[config.mk]
export PLATFORM = sky130hd
export DESIGN_NAME = uart_wb_cmd_ctrl_flat
export DESIGN_NICKNAME = d
export VERILOG_FILES = /design/src/rtl/uart_wb_cmd_ctrl_if.sv /design/src/rtl/uart_wb_cmd_ctrl.sv /design/src/flat_wrapper.sv
export SDC_FILE = /design/constraint.sdc
export NUM_CORES = 1
export LEC_CHECK = 0
export ABC_CLOCK_PERIOD_IN_PS = 3200
export BUFFER_PORTS_ARGS = -buffer_cell sky130_fd_sc_hd__buf_2
export CAP_MARGIN = 10
export CORE_ASPECT_RATIO = 1.5
export CORE_MARGIN = 8
export CORE_UTILIZATION = 35
export DETAILED_ROUTE_END_ITERATION = 6
export PLACE_DENSITY_LB_ADDON = 0.08
export REMOVE_ABC_BUFFERS = 1
export SYNTH_ARGS = -nofsm -noshare
export SYNTH_HDL_FRONTEND = slang
export SYNTH_SLANG_ARGS = --single-unit
export TNS_END_PERCENT = 50
[constraint.sdc]
create_clock -name clk -period 3.2 [get_ports clk]
set_clock_uncertainty 0.1 [all_clocks]
set_input_delay 0.16 -clock clk [delete_from_list [all_inputs] [get_ports clk]]
set_output_delay 0.16 -clock clk [all_outputs]
set_load 0.005 [all_outputs]
[src/rtl/uart_wb_cmd_ctrl_if.sv]
// Byte-stream and Wishbone signal bundle for the UART debug master.
// master: controller side; slave: UART cores plus Wishbone fabric side.
interface uart_wb_cmd_ctrl_if #(
  parameter int ADDR_W = 16,
  parameter int DATA_W = 32
);
  logic [7:0]          rx_data;
  logic                rx_done;
  logic [7:0]          tx_data;
  logic                tx_valid;
  logic                tx_ready;
  logic                wb_cyc;
  logic                wb_stb;
  logic                wb_we;
  logic [ADDR_W-1:0]   wb_adr;
  logic [DATA_W-1:0]   wb_dat_o;
  logic [DATA_W/8-1:0] wb_sel;
  logic [DATA_W-1:0]   wb_dat_i;
  logic                wb_ack;
  logic                wb_err;
  logic                busy;
  logic                rx_drop;

  modport master (
    input  rx_data, rx_done, tx_ready,
    input  wb_dat_i, wb_ack, wb_err,
    output tx_data, tx_valid,
    output wb_cyc, wb_stb, wb_we,
    output wb_adr, wb_dat_o, wb_sel,
    output busy, rx_drop
  );

  modport slave (
    output rx_data, rx_done, tx_ready,
    output wb_dat_i, wb_ack, wb_err,
    input  tx_data, tx_valid,
    input  wb_cyc, wb_stb, wb_we,
    input  wb_adr, wb_dat_o, wb_sel,
    input  busy, rx_drop
  );
endinterface

[src/rtl/uart_wb_cmd_ctrl.sv]
// UART command frame -> single Wishbone cycle -> status/read-data bytes.
// Ports: clk, rst (async, active-high), bus (uart_wb_cmd_ctrl_if.master).
module uart_wb_cmd_ctrl #(
  parameter int ADDR_W  = 16,
  parameter int DATA_W  = 32,
  parameter int TMO_CYC = 255
) (
  input  logic clk,
  input  logic rst,
  uart_wb_cmd_ctrl_if.master bus
);
  localparam int AB = ADDR_W / 8;
  localparam int DB = DATA_W / 8;
  localparam int NB = (AB > DB) ? AB : DB;
  localparam int CW = $clog2(NB + 1);
  localparam int TW = (TMO_CYC > 1) ? $clog2(TMO_CYC) : 1;

  localparam logic [7:0] C_W = 8'h57;
  localparam logic [7:0] C_R = 8'h52;
  localparam logic [7:0] S_K = 8'h4B;
  localparam logic [7:0] S_E = 8'h45;

  typedef enum logic [2:0] {
    IDLE, RX_ADDR, RX_DATA, WB, RESP
  } state_t;

  state_t state, state_n;

  logic              we;
  logic              ok;
  logic [CW-1:0]     cnt;
  logic [TW-1:0]     tmo;
  logic [ADDR_W-1:0] adr;
  logic [DATA_W-1:0] dat_o;
  logic [DATA_W-1:0] rdata;
  logic [7:0]        tx_data;

  logic rx_hdr;
  logic last_adr;
  logic last_dat;
  logic tmo_hit;
  logic wb_end;
  logic tx_acc;
  logic more;

  assign rx_hdr   = bus.rx_done &&
                    (bus.rx_data == C_W ||
                     bus.rx_data == C_R);
  assign last_adr = cnt == CW'(AB - 1);
  assign last_dat = cnt == CW'(DB - 1);
  assign tmo_hit  = tmo == TW'(TMO_CYC - 1);
  assign wb_end   = bus.wb_ack || bus.wb_err ||
                    tmo_hit;
  assign tx_acc   = (state == RESP) && bus.tx_ready;
  // read bytes still owed after the status byte
  assign more     = !we && ok && cnt != CW'(DB);

  always_ff @(posedge clk or posedge rst) begin
    if (rst) state <= IDLE;
    else     state <= state_n;
  end

  always_comb begin
    state_n = state;
    unique case (state)
      IDLE:
        if (rx_hdr) state_n = RX_ADDR;
      RX_ADDR:
        if (bus.rx_done && last_adr)
          state_n = we ? RX_DATA : WB;
      RX_DATA:
        if (bus.rx_done && last_dat)
          state_n = WB;
      WB:
        if (wb_end) state_n = RESP;
      RESP:
        if (tx_acc && !more) state_n = IDLE;
      default:
        state_n = IDLE;
    endcase
  end

  always_ff @(posedge clk or posedge rst) begin
    if (rst) begin
      we      <= 1'b0;
      ok      <= 1'b0;
      cnt     <= '0;
      tmo     <= '0;
      adr     <= '0;
      dat_o   <= '0;
      rdata   <= '0;
      tx_data <= '0;
    end else begin
      unique case (state)
        IDLE: begin
          if (rx_hdr) begin
            we  <= bus.rx_data == C_W;
            cnt <= '0;
          end
        end
        RX_ADDR: begin
          if (bus.rx_done) begin
            adr <= ADDR_W'({adr, bus.rx_data});
            cnt <= last_adr ? '0 : cnt + 1'b1;
          end
        end
        RX_DATA: begin
          if (bus.rx_done) begin
            dat_o <= DATA_W'({dat_o, bus.rx_data});
            cnt   <= last_dat ? '0 : cnt + 1'b1;
          end
        end
        WB: begin
          tmo <= tmo + 1'b1;
          if (wb_end) begin
            // ack wins over a simultaneous err
            cnt     <= '0;
            tmo     <= '0;
            ok      <= bus.wb_ack;
            tx_data <= bus.wb_ack ? S_K : S_E;
            if (bus.wb_ack && !we)
              rdata <= bus.wb_dat_i;
          end
        end
        RESP: begin
          if (tx_acc && more) begin
            tx_data <= rdata[DATA_W-1 -: 8];
            rdata   <= rdata << 8;
            cnt     <= cnt + 1'b1;
          end
        end
        default: ;
      endcase
    end
  end

  assign bus.wb_cyc   = state == WB;
  assign bus.wb_stb   = state == WB;
  assign bus.wb_we    = we;
  assign bus.wb_adr   = adr;
  assign bus.wb_dat_o = dat_o;
  assign bus.wb_sel   = {DB{state == WB}};
  assign bus.tx_data  = tx_data;
  assign bus.tx_valid = state == RESP;
  assign bus.busy     = state != IDLE;
  assign bus.rx_drop  = bus.rx_done &&
                        (state == WB ||
                         state == RESP);
endmodule

[src/flat_wrapper.sv]
// flat-port wrapper written by rule: the top's interface ports become plain ports
module uart_wb_cmd_ctrl_flat 
#(
  parameter int ADDR_W  = 16,
  parameter int DATA_W  = 32,
  parameter int TMO_CYC = 255
)
  (clk, rst, bus_rx_data, bus_rx_done, bus_tx_ready, bus_wb_dat_i, bus_wb_ack, bus_wb_err, bus_tx_data, bus_tx_valid, bus_wb_cyc, bus_wb_stb, bus_wb_we, bus_wb_adr, bus_wb_dat_o, bus_wb_sel, bus_busy, bus_rx_drop);
  uart_wb_cmd_ctrl_if #(.ADDR_W(ADDR_W), .DATA_W(DATA_W)) bus_i ();
  input  logic clk;
  input  logic rst;
  input wire logic [$bits(bus_i.rx_data)-1:0] bus_rx_data;
  input wire logic [$bits(bus_i.rx_done)-1:0] bus_rx_done;
  input wire logic [$bits(bus_i.tx_ready)-1:0] bus_tx_ready;
  input wire logic [$bits(bus_i.wb_dat_i)-1:0] bus_wb_dat_i;
  input wire logic [$bits(bus_i.wb_ack)-1:0] bus_wb_ack;
  input wire logic [$bits(bus_i.wb_err)-1:0] bus_wb_err;
  output wire logic [$bits(bus_i.tx_data)-1:0] bus_tx_data;
  output wire logic [$bits(bus_i.tx_valid)-1:0] bus_tx_valid;
  output wire logic [$bits(bus_i.wb_cyc)-1:0] bus_wb_cyc;
  output wire logic [$bits(bus_i.wb_stb)-1:0] bus_wb_stb;
  output wire logic [$bits(bus_i.wb_we)-1:0] bus_wb_we;
  output wire logic [$bits(bus_i.wb_adr)-1:0] bus_wb_adr;
  output wire logic [$bits(bus_i.wb_dat_o)-1:0] bus_wb_dat_o;
  output wire logic [$bits(bus_i.wb_sel)-1:0] bus_wb_sel;
  output wire logic [$bits(bus_i.busy)-1:0] bus_busy;
  output wire logic [$bits(bus_i.rx_drop)-1:0] bus_rx_drop;
  assign bus_i.rx_data = bus_rx_data;
  assign bus_i.rx_done = bus_rx_done;
  assign bus_i.tx_ready = bus_tx_ready;
  assign bus_i.wb_dat_i = bus_wb_dat_i;
  assign bus_i.wb_ack = bus_wb_ack;
  assign bus_i.wb_err = bus_wb_err;
  assign bus_tx_data = bus_i.tx_data;
  assign bus_tx_valid = bus_i.tx_valid;
  assign bus_wb_cyc = bus_i.wb_cyc;
  assign bus_wb_stb = bus_i.wb_stb;
  assign bus_wb_we = bus_i.wb_we;
  assign bus_wb_adr = bus_i.wb_adr;
  assign bus_wb_dat_o = bus_i.wb_dat_o;
  assign bus_wb_sel = bus_i.wb_sel;
  assign bus_busy = bus_i.busy;
  assign bus_rx_drop = bus_i.rx_drop;
  uart_wb_cmd_ctrl #(.ADDR_W(ADDR_W), .DATA_W(DATA_W), .TMO_CYC(TMO_CYC)) u_core (.clk(clk), .rst(rst), .bus(bus_i));
endmodule
Word level (Yosys, flattened, before mapping). Index checks and enable logic that the tools add are counted.

Add/subtract/negate cells: 2. Equal/unequal tests: 19. Muxes and demuxes: 24. Reduce and logical (&&, ||, !) cells: 28.

Operator list (number): 32-bit two-way mux (3); 32-bit case mux with 2 select lines (1); 3-bit two-way mux (12); 3-bit case mux with 5 select lines (2); 8-bit two-way mux (3); 8-bit by 7-bit equality test with 1-bit output (second input constant) (2); 8-bit case mux with 2 select lines (1); 2-bit by 1-bit != test with 1-bit output (second input constant) (7); 1-bit logical AND (10); 3-bit by 2-bit equality test with 1-bit output (second input constant) (3); 8-bit by 1-bit adder with 8-bit output (second input constant) (1); 8-bit equality test (second input constant) (1); 2-bit AND reduction (4); 3-bit by 1-bit equality test with 1-bit output (second input constant) (2); 6-bit AND reduction (1); 5-bit AND reduction (1); 5-bit nonzero test (1); 1-bit logical OR (4); 4-bit two-way mux (1); 2-bit != test (second input constant) (2); 4-bit AND reduction (1); 3-bit by 1-bit adder with 3-bit output (second input constant) (1); 3-bit equality test (second input constant) (1); 3-bit logical NOT (1); other kinds (6) (7).

Bits of input ports: 46. Output and inout bits: 66. Flip-flop bits (word level): 104.

Longest topological paths before layout. Gate-level depths: netlist of the first run.

Depth after elaboration: 7. Gate-level depth with buffers: 8.

Worst setup path before layout of the first run. Ideal clock, no wire load.

Path type: register to register. Start: register u_core.state[0]. End: register u_core.rdata[10]. Period minus slack after synthesis: 2.015 ns. Arrival time: 1.790 ns. Stages on the path, launching flop included: 8. Setup slack: 1.185 ns. Cell sequence: dfrtp_1 > or3b_1 > buf_6 > a31o_4 > and3_4 > buf_6 > buf_6 > mux2_4.

Word-level cells in the longest chain between the ends: 5. Elaborated cells on any way between the ends: 10. Those cells by class: eq/ne (5); mux (1); reduce/logical (4).

Ends and longest elaborated chain: from (decl) (RTL line uart_wb_cmd_ctrl.sv:27) `state_t state, state_n;`; from (signal assigned) (RTL line uart_wb_cmd_ctrl.sv:60) `else state <= state_n;`; 3-bit equality test (RTL line uart_wb_cmd_ctrl.sv:54, uart_wb_cmd_ctrl.sv:94); 1-bit logical AND (RTL line uart_wb_cmd_ctrl.sv:54) `assign tx_acc = (state == RESP) && bus.tx_ready;`; 1-bit logical AND (RTL line uart_wb_cmd_ctrl.sv:126) `if (tx_acc && more) begin`; 2-bit by 1-bit != test with 1-bit output (no source line); 4-bit AND reduction (no source line); to (signal assigned) (RTL line uart_wb_cmd_ctrl.sv:122) `rdata <= bus.wb_dat_i;`; to (signal assigned) (RTL line uart_wb_cmd_ctrl.sv:128) `rdata <= rdata << 8;`; to (decl) (RTL line uart_wb_cmd_ctrl.sv:35) `logic [DATA_W-1:0] rdata;`.

Parallel ways exist; a longest one is shown, timed or not. A chain may end at the register's enable or synchronous reset.

Final worst setup path of the first run.
Start: register u_core.state[2]. End: register u_core.cnt[2].

Word-level cells in the longest chain between the ends: 5. Elaborated cells on any way between the ends: 15. Those cells by class: eq/ne (9); mux (1); reduce/logical (5).

Ends and longest elaborated chain: 3-bit equality test (RTL line uart_wb_cmd_ctrl.sv:54, uart_wb_cmd_ctrl.sv:94); 1-bit logical AND (RTL line uart_wb_cmd_ctrl.sv:54); 1-bit logical AND (RTL line uart_wb_cmd_ctrl.sv:126); 2-bit by 1-bit != test with 1-bit output (no source line); 6-bit AND reduction (no source line); to (signal assigned) (RTL line uart_wb_cmd_ctrl.sv:104) `cnt <= last_adr ? '0 : cnt + 1'b1;`; to (signal assigned) (RTL line uart_wb_cmd_ctrl.sv:110) `cnt <= last_dat ? '0 : cnt + 1'b1;`; to (signal assigned) (RTL line uart_wb_cmd_ctrl.sv:129) `cnt <= cnt + 1'b1;`; to (decl) (RTL line uart_wb_cmd_ctrl.sv:31) `logic [CW-1:0] cnt;`.

Parallel ways exist; a longest one is shown, timed or not.

==> results of run 1 <==
[stage by stage]
step	utilization, %	std cells	worst slack, ns	cell area (um^2)	power, mW
2_1_floorplan	-	356	0.208	4700	3.31
3_3_place_gp	39.8	636	0.799	5490	3.89
3_5_place_dp	39.8	636	0.740	5490	3.94
4_1_cts	43.1	667	0.715	5940	5.08
5_1_grt	43.1	667	0.542	5940	5.33
6_report	43.1	667	0.726	5940	4.98
[state kept, by name, indices dropped and copies added, names as in the netlist]
| name | cells |
|---|---|
| u_core.state | 3 |
| u_core.cnt | 3 |
| u_core.bus.wb_adr | 16 |
| u_core.rdata | 32 |
| u_core.bus.tx_data | 8 |
| u_core.bus.wb_we | 1 |
| u_core.bus.wb_dat_o | 32 |
| u_core.ok | 1 |
| u_core.tmo | 8 |
[worst min-delay path, cell delays in order]
cell	delay, ns
buf_2	0.13
nand2_1	0.06
o21ai_0	0.06
[report_power, final]
group / internal [mW] / switching (mW) / total, mW / leakage, nW
registers: 1.82 / 0.310 / 2.13 / 1.31
logic: 0.991 / 0.762 / 1.75 / 1.53
clock network: 0.630 / 0.473 / 1.10 / 0.139
[worst min path at each step]
stage | endpoint | slack, ns | cells after the start
2_1_floorplan | u_core.ok | 0.18 | 2
5_1_grt | u_core.bus.wb_dat_o[2] | 0.02 | 2
3_3_place_gp | u_core.rdata[5] | 0.30 | 3
4_1_cts | u_core.ok | 0.01 | 3
6_report | u_core.ok | 0.01 | 3
3_5_place_dp | u_core.rdata[4] | 0.31 | 3
[Yosys cell counts (2+ instances only)]
cell type    n  share of area, %
xor2_1       4              0.72
inv_2        2              0.15
and3_1       5              0.64
a21oi_1      4              0.41
nor2b_1      5              0.64
nand2b_1     2              0.26
buf_4        5              0.77
a22o_1       3              0.54
nand4_1      4              0.51
mux2_2      49                11
and2_1       2              0.26
o22a_1       3              0.54
inv_1       20               1.5
xnor2_1      2              0.36
nand3_1      4              0.41
nor2_1      11              0.85
mux2_4      22               6.8
a21o_1       2              0.31
a31oi_1      6              0.77
mux2i_1     10               2.1
buf_2        9              0.93
dfrtp_1    104                54
nor3_1       2              0.21
mux2_1      19               4.4
buf_6        5               1.2
nand2_1     27               2.1
o21a_1       2              0.31
clkbuf_1     6              0.46
ha_1         7               1.8
o21ai_0     15               1.5
[area by class of cell]
| class | instances | area (um^2) |
|---|---|---|
| tap | 165 | 206 |
| timing repair buffer | 130 | 736 |
| clock buffer | 12 | 246 |
| inverter | 22 | 85.1 |
| fill | 1344 | 7850 |
| sequential | 104 | 2600 |
| multi-input combinational | 230 | 2010 |
| clock inverter | 4 | 53.8 |
[layer usage]
layer	up-vias	wire length [um]
met5	-	0
met4	0	126
met3	8	682
met2	88	4760
met1	1556	4670
li1	1551	-
[what timing repair did]
action                    in CTS  in global routing
resized for setup              0                  0
hold buffers                  15                  0
hold endpoints to repair      90                  0
[cells by family after synthesis]
family | synth area share (%)
buf+inv | 5.02
flops | 53.5
mux | 24.6
fa+ha+maj | 1.80
simple gates | 7.83
xor+xnor | 1.08
compound gates | 6.13
==> impl_metrics.csv, run 1 <==
group,metric,value,unit
layout,diodes,0,
die,dieHeight,160,um
sta,post-route-period-util,77.3,%
critical_path,slowest_delay,0.52,ns
critical_path,crit_chain,"nand3b_1 > inv_2 > o211ai_1 > o2111ai_1 > mux2_1",
outcome,status,"completed",
global_routing,grt_first_pass_wirelength,16900,um
die,num_rows,53,
sta,final-setup-viol-count,0,
global_routing,use_met2,18.0,%
die,ioPinCount,112,
yosys,yosys_warnings,0,
route,dr.pass1.iters,4,
sta,hold_violations,0,
cts,htreeDepth,3,
global_routing,antenna_found_initial,0,
sta,setup_tns,0,ns
yosys,netlist_area,4860,um^2
sta,grt_setup_unrepaired,"no",
route,drt-vias-per-instance,4.80,
global_routing,top_usage_layer,"met2",
yosys,synth_area_per_cell,12.8,um^2
critical_path,crit_end,"u_core.cnt[2]",
critical_path,cpLargestDelayFamily,"compound AO/OA/AOI/OAI gates",
critical_path,cp-end-kind,"register",
layout,drive_gt1_share,41.4,%
sta,whs,0.0137,ns
yosys,async_flop_share,100,%
pwr,power_per_cell_area,838,nW/um^2
cts,clk_pin_slew,0.06,ns
yosys,synth_edf_count,0,
route,post_drt_wl_per_cell,15.4,um
layout,fin_nets,550,
yosys,synthCells,381,
critical_path,crit_arrival,2.59,ns
critical_path,crit_required,3.31,ns
pwr,peakVddDrop,0.293,mV
sta,worstMarginPinSlew,0.920,ns
global_routing,first_global_vias,3339,
critical_path,critPathSlowestCell,"dfrtp_1",
critical_path,crit_fanout,12,
yosys,synth-seq-area-share,53.5,%
cts,cts_tree,"yes",
cts,clk_latency,0.34,ns
place,dp_hpwl,7370,um
pwr,p_leak,2.98,nW
die,die_x,112,um
route,postRouteAntennaNets,0,
cts,cts_setup_buffers,0,
yosys,synth-seq-cells,104,
cts,cts-root-buf,"clkbuf_16",
global_routing,grtUsageMet3,4.32,%
route,detail_route.drc_violations,0,
route,vias,3203,
die,initial_core_util,35.2,%
flow_run,drv_cap,0,
route,drtIter0Drc,81,
cts,clock-sinks,104,
die,die_area,18000,um^2
die,core,13800,um^2
critical_path,regToRegEndpoint,"u_core.cnt[2]",
critical_path,worst_setup_path_start_kind,"register",
cts,cts_made_buffers,9,
critical_path,critPathBufInv,1,
critical_path,timing.rr.start,"u_core.state[2]",
global_routing,grt_usage,11.6,%
critical_path,crit_cells,5,
critical_path,worstRegToRegCells,5,
yosys,synth_flop_cell,"dfrtp_1",
critical_path,crit_start,"u_core.state[2]",
hold_path,min_path_type,"in2reg",
cts,clk_path_buf_depth,2,
sta,maxSlewViolCount,0,
place,io_buffer_count,111,
sta,fin_crit,2.47,ns
global_routing,overflow,0,
place,place_congestion,0.749,
global_routing,grt_max_degree,73,
sta,fmax,404,MHz
critical_path,path_class,"reg2reg",
hold_path,min_from,"bus_wb_ack",
sta,slew_headroom,38.7,%
global_routing,grt_use_met1,14.4,%
layout,layout_common_cells,"buf_2, dfrtp_1, mux2_2, nand2_1, mux2_4",
route,drt_wl_total,10200,um
yosys,synthDistinctLibCells,50,
layout,layout_commonest_cell,"buf_2",
layout,area_growth,22.3,%
critical_path,r2r_slack,0.73,ns
Power figures use the tool's default switching activity.
==> run 2, diff against run 1 <==
- ABC_CLOCK_PERIOD_IN_PS: 3200 -> 2200
- clock period: 3.2 -> 2.2 ns (I/O delays scaled with it)
==> run 2 against run 1 <==
- hold slack gained 0.0021 ns
- via count grew 3.1%
- non-clock buffer count grew 20
- critical path type unchanged
- final area grew 3.6%
- worst setup slack lost 0.61 ns
- utilization grew 1.6 points
==> impl_metrics.csv, run 2 (synthesis gave the netlist of run 1 again) <==
group,metric,value,unit
outcome,status,"completed",
layout,fin_nets,571,
hold_path,min_path_type,"in2reg",
route,drtIter0Drc,103,
die,ioPinCount,112,
route,detail_route.drc_violations,0,
critical_path,cpLargestDelayFamily,"simple AND/OR/NAND/NOR gates",
global_routing,grt_usage,12.5,%
cts,htreeDepth,3,
layout,fin_util,44.6,%
place,place_congestion,0.754,
sta,setup_ws,0.120,ns
critical_path,critPathSlowestCell,"or3b_2",
layout,diodes,0,
route,postRouteAntennaNets,0,
sta,slew_headroom,65.5,%
critical_path,path_class,"reg2reg",
layout,multi_input_area,2030,um^2
die,core,13800,um^2
sta,post-route-period-util,94.6,%
sta,fin_crit,2.08,ns
layout,fill_cells,1305,
global_routing,top_usage_layer,"met2",
sta,hold_violations,0,
route,post_drt_wl_per_cell,16.0,um
sta,whs,0.0158,ns
sta,worstMarginPinSlew,0.515,ns
pwr,fin_total_pwr,7.54,mW
cts,cts-root-buf,"clkbuf_16",
die,die_x,112,um
layout,layout_commonest_cell,"buf_2",
global_routing,overflow,0,
route,vias,3303,
route,drt-vias-per-instance,4.81,
critical_path,critPathBufInv,0,
sta,fmax,481,MHz
global_routing,grt_use_met1,14.4,%
cts,cts_made_buffers,9,
pwr,peakVddDrop,0.562,mV
critical_path,slowest_delay,0.52,ns
place,pre_cts_ws,-0.0181,ns
layout,postLayoutCellArea,6160,um^2
cts,clock-sinks,104,
global_routing,grt_max_degree,46,
global_routing,grtUsageMet3,4.13,%
critical_path,crit_fanout,16,
layout,area_growth,26.7,%
place,dp_hpwl,7760,um
cts,clk_latency,0.34,ns
cts,cts_setup_buffers,0,
layout,regArea,2600,um^2
global_routing,grt_first_pass_wirelength,18200,um
global_routing,antenna_found_initial,0,
sta,maxSlewViolCount,0,
pwr,power_per_cell_area,1220,nW/um^2
die,initial_core_util,35.2,%
die,dieHeight,160,um
global_routing,first_global_vias,3571,
cts,clk_path_buf_depth,2,
place,io_buffer_count,111,
route,drt_wl_total,11000,um
critical_path,worst_setup_path_start_kind,"register",
place,place_inst,649,
critical_path,cp-end-kind,"register",
place,placed_area,5620,um^2
critical_path,crit_arrival,2.20,ns
critical_path,crit_chain,"or3b_2 > nand2_1 > and3_4 > mux2_1",
sta,final-setup-viol-count,0,
sta,grt_setup_unrepaired,"no",
pwr,p_leak,3.09,nW
layout,drive_gt1_share,42.7,%
layout,layout_common_cells,"buf_2, dfrtp_1, mux2_2, nand2_1",
die,num_rows,53,
layout,stdcell_count,687,
cts,clk_pin_slew,0.07,ns
critical_path,crit_required,2.32,ns
cts,cts_tree,"yes",
sta,setup_tns,0,ns
flow_run,drv_cap,0,
global_routing,use_met2,21.3,%
route,dr.pass1.iters,4,
die,die_area,18000,um^2
[run 2: power breakdown]
part / switching [mW] / internal [mW] / leakage, nW
combinational: 1.23 / 1.58 / 1.63
sequential: 0.411 / 2.64 / 1.31
clock: 0.696 / 0.987 / 0.147
[run 2: layout make-up]
type                       instances  area share (%)
tap                              165            3.35
clock inverter                     6            1.38
timing repair buffer             150            15.1
multi-input combinational        231            32.9
inverter                          22            1.38
clock buffer                       9            3.66
sequential                       104            42.3
[run 2: metal layers]
layer,part of all wire (%),vias up
li1,-,1596
met1,44,1616
met2,48,85
met3,6.1,6
met4,1.1,0
met5,0,-
[run 2: worst register-to-register path: stages (launching register included)]
cell and delay [ns]:
dfrtp_1 0.37, or3b_2 0.52, nand2_1 0.17, and3_4 0.43, mux2_1 0.38
[run 2: worst paths after layout]
kind,start,end,slack (ns),cells past startpoint
max reg2reg,u_core.state[0],u_core.rdata[30],0.12,4
max,u_core.state[0],u_core.rdata[30],0.12,4
min reg2reg,u_core.rdata[31],u_core.bus.tx_data[7],0.40,1
min,bus_wb_dat_i[22],u_core.rdata[22],0.02,3
max in group asynchronous,rst,u_core.rdata[26],1.03,4
min in group asynchronous,rst,u_core.bus.wb_dat_o[24],0.25,3
[run 2: timing repair]
action | CTS | global route
setup endpoints to repair | 2 | 8
endpoints found under the hold margin | 67 | 0
hold buffers | 22 | 0
cloned | 1 | 0
resized for setup | 0 | 1
